**src/rtl/risc_fetch_stage.sv**
```systemverilog
// RV32 instruction fetch stage with IF/ID register: owns the PC, issues one outstanding
// imem request at a time, and parks a returned word in a skid buffer when decode stalls.
module risc_fetch_stage #(
  parameter int                    DATA_WIDTH = 32,
  parameter logic [DATA_WIDTH-1:0] RESET_PC   = '0,
  parameter logic [DATA_WIDTH-1:0] NOP_INST   = DATA_WIDTH'(32'h0000_0013)
) (
  input  logic                  clk,
  input  logic                  rst,
  output logic                  imem_req,
  output logic [DATA_WIDTH-1:0] imem_addr,
  input  logic [DATA_WIDTH-1:0] imem_rdata,
  input  logic                  imem_valid,
  input  logic                  stall_d,
  input  logic                  pc_redirect,
  input  logic [DATA_WIDTH-1:0] pc_target,
  output logic [DATA_WIDTH-1:0] inst_d,
  output logic [DATA_WIDTH-1:0] pc_d,
  output logic [DATA_WIDTH-1:0] pc4_d,
  output logic                  valid_d
);

  typedef enum logic [1:0] {FETCH = 2'd0, HOLD = 2'd1, DROP = 2'd2} state_t;

  state_t                  state;
  logic                    req_q;
  logic [DATA_WIDTH-1:0]   pc_f;
  logic [DATA_WIDTH-1:0]   skid_inst;
  logic [DATA_WIDTH-1:0]   skid_pc;
  logic [DATA_WIDTH-1:0]   redirect_pc;
  logic                    rsp;

  function automatic logic [DATA_WIDTH-1:0] pc_inc(input logic [DATA_WIDTH-1:0] a);
    return a + DATA_WIDTH'(4);
  endfunction

  function automatic logic [DATA_WIDTH-1:0] pc_align(input logic [DATA_WIDTH-1:0] a);
    return a & ~DATA_WIDTH'(3);
  endfunction

  assign rsp       = req_q & imem_valid;
  assign imem_req  = req_q;
  assign imem_addr = pc_f;

  always_ff @(posedge clk) begin
    if (rst) begin
      state   <= FETCH;
      req_q   <= 1'b0;
      pc_f    <= RESET_PC;
      valid_d <= 1'b0;
      inst_d  <= NOP_INST;
      pc_d    <= '0;
      pc4_d   <= DATA_WIDTH'(4);
    end else if (pc_redirect) begin
      valid_d <= 1'b0;
      inst_d  <= NOP_INST;
      req_q   <= 1'b1;
      // An unanswered request must be drained before the address may change.
      if (state != HOLD && req_q && !imem_valid) begin
        state       <= DROP;
        redirect_pc <= pc_align(pc_target);
      end else begin
        state <= FETCH;
        pc_f  <= pc_align(pc_target);
      end
    end else begin
      case (state)
        FETCH: begin
          req_q <= 1'b1;
          if (rsp) begin
            if (!valid_d || !stall_d) begin
              // IF -> ID boundary
              inst_d  <= imem_rdata;
              pc_d    <= pc_f;
              pc4_d   <= pc_inc(pc_f);
              valid_d <= 1'b1;
              pc_f    <= pc_inc(pc_f);
            end else begin
              skid_inst <= imem_rdata;
              skid_pc   <= pc_f;
              state     <= HOLD;
              req_q     <= 1'b0;
            end
          end else if (!stall_d) begin
            valid_d <= 1'b0;
            inst_d  <= NOP_INST;
          end
        end
        HOLD: begin
          if (!stall_d) begin
            inst_d  <= skid_inst;
            pc_d    <= skid_pc;
            pc4_d   <= pc_inc(skid_pc);
            valid_d <= 1'b1;
            pc_f    <= pc_inc(skid_pc);
            state   <= FETCH;
            req_q   <= 1'b1;
          end
        end
        DROP: begin
          req_q <= 1'b1;
          if (rsp) begin
            pc_f  <= redirect_pc;
            state <= FETCH;
          end
        end
        default: begin
          state <= FETCH;
          req_q <= 1'b1;
        end
      endcase
    end
  end

endmodule
```
**config.mk**
```make
export PLATFORM = sky130hd
export DESIGN_NAME = risc_fetch_stage
export DESIGN_NICKNAME = d
export VERILOG_FILES = /design/src/rtl/risc_fetch_stage.sv
export SDC_FILE = /design/constraint.sdc
export NUM_CORES = 1
export LEC_CHECK = 0
export CAP_MARGIN = 15
export CORE_AREA = 2 2 147 149
export DETAILED_ROUTE_END_ITERATION = 8
export DIE_AREA = 0 0 149 151
export DONT_BUFFER_PORTS = 1
export PLACE_DENSITY = 0.6
export SYNTH_ARGS = -nofsm -noshare
export SYNTH_HDL_FRONTEND = slang
export SYNTH_SLANG_ARGS = --single-unit
```
**constraint.sdc**
```tcl
create_clock -name clk -period 8.8 [get_ports clk]
set_input_delay 1.76 -clock clk [delete_from_list [all_inputs] [get_ports clk]]
set_output_delay 1.76 -clock clk [all_outputs]
set_load 0.02 [all_outputs]
```
Yosys cells after proc, flatten, opt, wreduce, memory -nomap -nowiden

Index checks and enable logic that the tools add are counted.

Register bits after elaboration: 226
Input port bits: 69
Output and inout port bits: 130
Logic and storage cells: 79

$add $sub $neg: 2
Equality and inequality tests: 14
Mux-type cells: 33
Bitwise operators: 4
Reduce and logical (&&, ||, !) cells: 16

Operator list:

| operator                                                                 | count |
|---|---|
| 32-bit two-way mux                                                       | 13 |
| 32-bit one-hot mux with 2 select lines                                   | 3 |
| 32-bit one-hot mux with 3 select lines                                   | 1 |
| 32-bit by 3-bit adder with 32-bit output (second input constant)         | 2 |
| 3-bit inequality test (second input constant)                            | 7 |
| 2-bit two-way mux                                                        | 6 |
| 5-bit AND reduction                                                      | 2 |
| 2-bit inequality test (second input constant)                            | 4 |
| 4-bit AND reduction                                                      | 2 |
| 1-bit two-way mux                                                        | 7 |
| 2-bit one-hot mux with 3 select lines                                    | 1 |
| 6-bit AND reduction                                                      | 1 |
| 1-bit one-hot mux with 2 select lines                                    | 2 |
| 4-bit nonzero test                                                       | 1 |
| 1-bit logical NOT                                                        | 3 |
| 1-bit NOT                                                                | 3 |
| 3-bit AND reduction                                                      | 1 |
| 2-bit by 1-bit equality test with 1-bit output (second input constant)   | 1 |
| 2-bit equality test (second input constant)                              | 1 |
| 1-bit logical AND                                                        | 2 |
| 2-bit logical NOT                                                        | 1 |
| 2-bit by 1-bit inequality test with 1-bit output (second input constant) | 1 |
| 2-bit nonzero test                                                       | 1 |
| 2-bit OR reduction                                                       | 1 |
| other kinds (2)                                                          | 2 |

Logic depth before layout (Yosys ltp)

Word-level depth: 6
Gate-level depth with buffers: 10
Mapped depth without buffers: 8

Least setup slack after synthesis

Ideal clock, no wire load.

Path type: input port to flip-flop
Start point: in rst
End point: reg skid_inst[0] (enable)
Library setup time: 578 ps
Data arrival time: 6859 ps
Data required time: 8222 ps
Setup slack: 1362 ps
Cell stages on the path: 3
Path buffers: 2
Path through: clkbuf_1 > clkbuf_1 > nor3b_1

Cells in the longest elaborated chain, start to end: 2

RTL lines:

| element                              | RTL line | source |
|---|---|---|
| start, declared                      | 9        | `input logic rst,` |
| 1-bit NOT (no source line)           | --       |  |
| 5-bit AND reduction (no source line) | --       |  |
| end signal, assigned                 | 79       | `skid_inst <= imem_rdata;` |
| end, declared                        | 28       | `logic [DATA_WIDTH-1:0] skid_inst;` |

Every way passes these cells.
A chain may end at the register's enable or synchronous reset.

Worst setup path in the final report

Start point: in imem_valid
End point: reg skid_inst[25] (enable)

Cells in the longest elaborated chain, start to end: 2

RTL lines:

| element                              | RTL line | source |
|---|---|---|
| start, declared                      | 13       | `input logic imem_valid,` |
| 1-bit bitwise AND                    | 41       | `assign rsp = req_q & imem_valid;` |
| 5-bit AND reduction (no source line) | --       |  |

Every way passes these cells.

==> out/metrics.yaml <==
setup_path:
  crit_start: "imem_valid"
  end_kind: "flop"
  rrSetupSlack_ns: 5.51
  slowest_stage: "nor3b_4"
  crit_required_ns: 8.95
  crit_path_cell_trace: "and2_1, and3_1, nor3b_4, buf_4"
  path_class: "in2reg"
  cp-start-kind: "input pin"
  cp.arrival_ns: 3.81
  cp_slowest_stage_delay_ns: 0.85
  timing.rr.start: "state[1]"
  critPathMaxFanout: 48
grt:
  grt_pass1_vias: 7705
  grt_max_degree: 68
  grt_pass1_wl_microns: 46300
  grt_overflow: 0
  antenna_found_initial: 0
  grtUsageTotal_pct: 26.5
timing:
  setup_violations: 0
  skew_ns: 0.00923
  hold_slack_ns: 0.485
  maxSlewHeadroom_pct: 24.7
  hold_viol_final: 0
  finalSetupTns_ns: 0
  post-route-min-period_ns: 3.65
  drv_slew: 0
  rsz0062_at_grt: "false"
  finalCritPeriodShare_pct: 41.5
  clock.fmax_mhz: 274
  tightest_slew_ns: 1.13
die:
  die_y_microns: 151
  num_rows: 53
  die-width_microns: 149
  io_pins: 199
  core_area_sq_mm: 0.0208
  initial_core_util_pct: 49.6
  die_area_sq_mm: 0.0225
min_path:
  hp-class: "reg2reg"
  hp-start: "state[1]"
status:
  status: "completed"
drt:
  drtAntennaViolNets: 0
  post_drt_wl_per_cell_microns: 23.6
  drt-total-wl_microns: 30900
  drc: 0
  vias: 8213
  drt_iter0_markers: 542
  viasPerCell: 6.29
  firstDrtPassIters: 5
clocking:
  post_cts_buffers: 0
  cts_resized: 0
  ctsHtreeMaxLevel: 1
  cts-root-buf: "clkbuf_16"
  insertion_delay_ns: 0.52
  clk_path_buf_depth: 3
  cts_buffers: 24
  numClockSinks: 224
  clk_pin_slew_ns: 0.06
  ctsHoldBuffers: 0
  cts_tree: "built"
synthesis:
  synth-simple-area-share_pct: 18.8
  synth_mux_area_share_pct: 3.03
  synth_seq_cells: 224
  synth_ff_type: "dfxtp_1"
  synth-warning-count: 0
  postSynth.asyncResetShare_pct: 0
  ys_seq_area_share_pct: 52.5
  synth_adder_area_share_pct: 0.605
  synth_nets: 1126
  synth_cells: 1052
  synth-xor-area-share_pct: 3.31
  synth.avg_cell_area_sq_um: 9.82
  synth_area_sq_mm: 0.0103
  synth_compound_area_share_pct: 18.1
  synth_edf_count: 94
  synth_top_family_by_area: "simple AND/OR/NAND/NOR gates"
  yosysUniqueCellTypes: 69
place:
  place_inst: 1264
  io_buffers: 0
  routabilityCongestion: 0.865
  dp_hpwl_microns: 19900
cells_and_area:
  layout.cells.non_filler: 1306
  antenna_cells: 0
  area_growth_pct: 8.81
  final_net_count: 1089
  post-route-util_pct: 54.0
  post_route_cells_drive_above_1_share_pct: 7.37
pwr:
  power_w: 0.00235
  powerDensity_mw_per_mm2: 209
  p_leak_nw: 3.70
  peakVddDrop_uv: 130
run:
  cap_violations: 0
[placed cells by master, fill, tap and decap left out, drive strengths merged, types with 8 or more instances in the layout]
cell type,instances
nand2b,10
nor3,55
nor2,107
o21a,8
nand3,37
a21o,11
inv,13
mux2i,29
a311oi,8
o21ai,42
clkinv,10
o22ai,9
nand2,102
and4,12
a211oi,45
xnor2,22
nand4,21
dfxtp,130
a21oi,46
and3,11
clkbuf,31
edfxtp,94
xor2,17
buf,14
a221oi,40
and2,10
[metal layers]
metal	part of all wire, %	GRT usage (%)	vias up
met5	0	0	-
met3	9.5	6.84	37
met2	45	42.2	329
li1	-	-	3884
met1	44	36.5	3963
met4	1.6	5.52	0
[where the power goes]
part / total, W / switching (W) / internal, W
clock: 0.000975 / 0.000420 / 0.000555
combinational: 0.000166 / 0.000103 / 0.0000638
sequential: 0.00121 / 0.0000909 / 0.00112
[kinds of logic after synthesis]
family,after synthesis
AO/OA/AOI/OAI,264
XOR/XNOR,39
adder cells (fa/ha/maj),5
buffers and inverters,91
flip-flops,224
multiplexers,31
AND/OR/NAND/NOR,398
[registers in the layout, summed over array words and instances (netlist names)]
name,cells
imem_addr,32
inst_d,32
pc_d,32
skid_inst,32
skid_pc,32
pc4_d,30
redirect_pc,30
state,2
imem_req,1
valid_d,1
[worst max-delay path, delay by kind of cell]
kind	cells	cell delay, ns
and+or+nand+nor	3	1.25
buffers and inverters	1	0.74
[cells in the mapped netlist, drive strengths merged (6+ instances only)]
cell type	n	share of area [%]
nor3	55	2.7
and3	11	0.67
xnor2	22	1.9
nor2	107	3.9
nand2b	10	0.61
a211oi	45	3.3
nor4	7	0.42
buf	12	0.52
and4	12	1.1
and2	10	0.61
o221ai	6	0.51
edfxtp	94	27
nand2	102	3.7
inv	13	0.47
xor2	17	1.4
a31oi	7	0.42
mux2i	29	2.8
dfxtp	130	25
o21a	8	0.58
o21ai	42	2.0
a21oi	46	2.2
a21o	11	0.80
clkbuf	65	2.7
nand4	21	1.5
a311oi	8	0.68
nand3	37	1.8
o22ai	9	0.54
a221oi	40	3.4
a2111oi	6	0.57
[layout make-up]
| type | count | area, sq um |
|---|---|---|
| Sequential cell | 224 | 5430 |
| Multi-Input combinational cell | 737 | 4570 |
| Fill cell | 1908 | 9580 |
| Tap cell | 275 | 344 |
| Clock inverter | 11 | 90.1 |
| Timing Repair Buffer | 14 | 105 |
| Clock buffer | 31 | 657 |
| Inverter | 14 | 52.6 |
[final timing paths]
path | endpoint | cells after the start
max | skid_inst[25] | 4
min | state[1] | 2
max reg2reg | pc4_d[11] | 8
min reg2reg | state[1] | 2
[metrics by stage]
step / area, sq um / worst slack, ns
final: 11200 / 5.15
after global routing: 11200 / 5.01
after CTS: 11200 / 5.14
after detailed placement: 10500 / 4.61
after global placement: 10500 / 4.61
after floorplan: 10300 / 1.36
(Power assumes the default switching activity.)
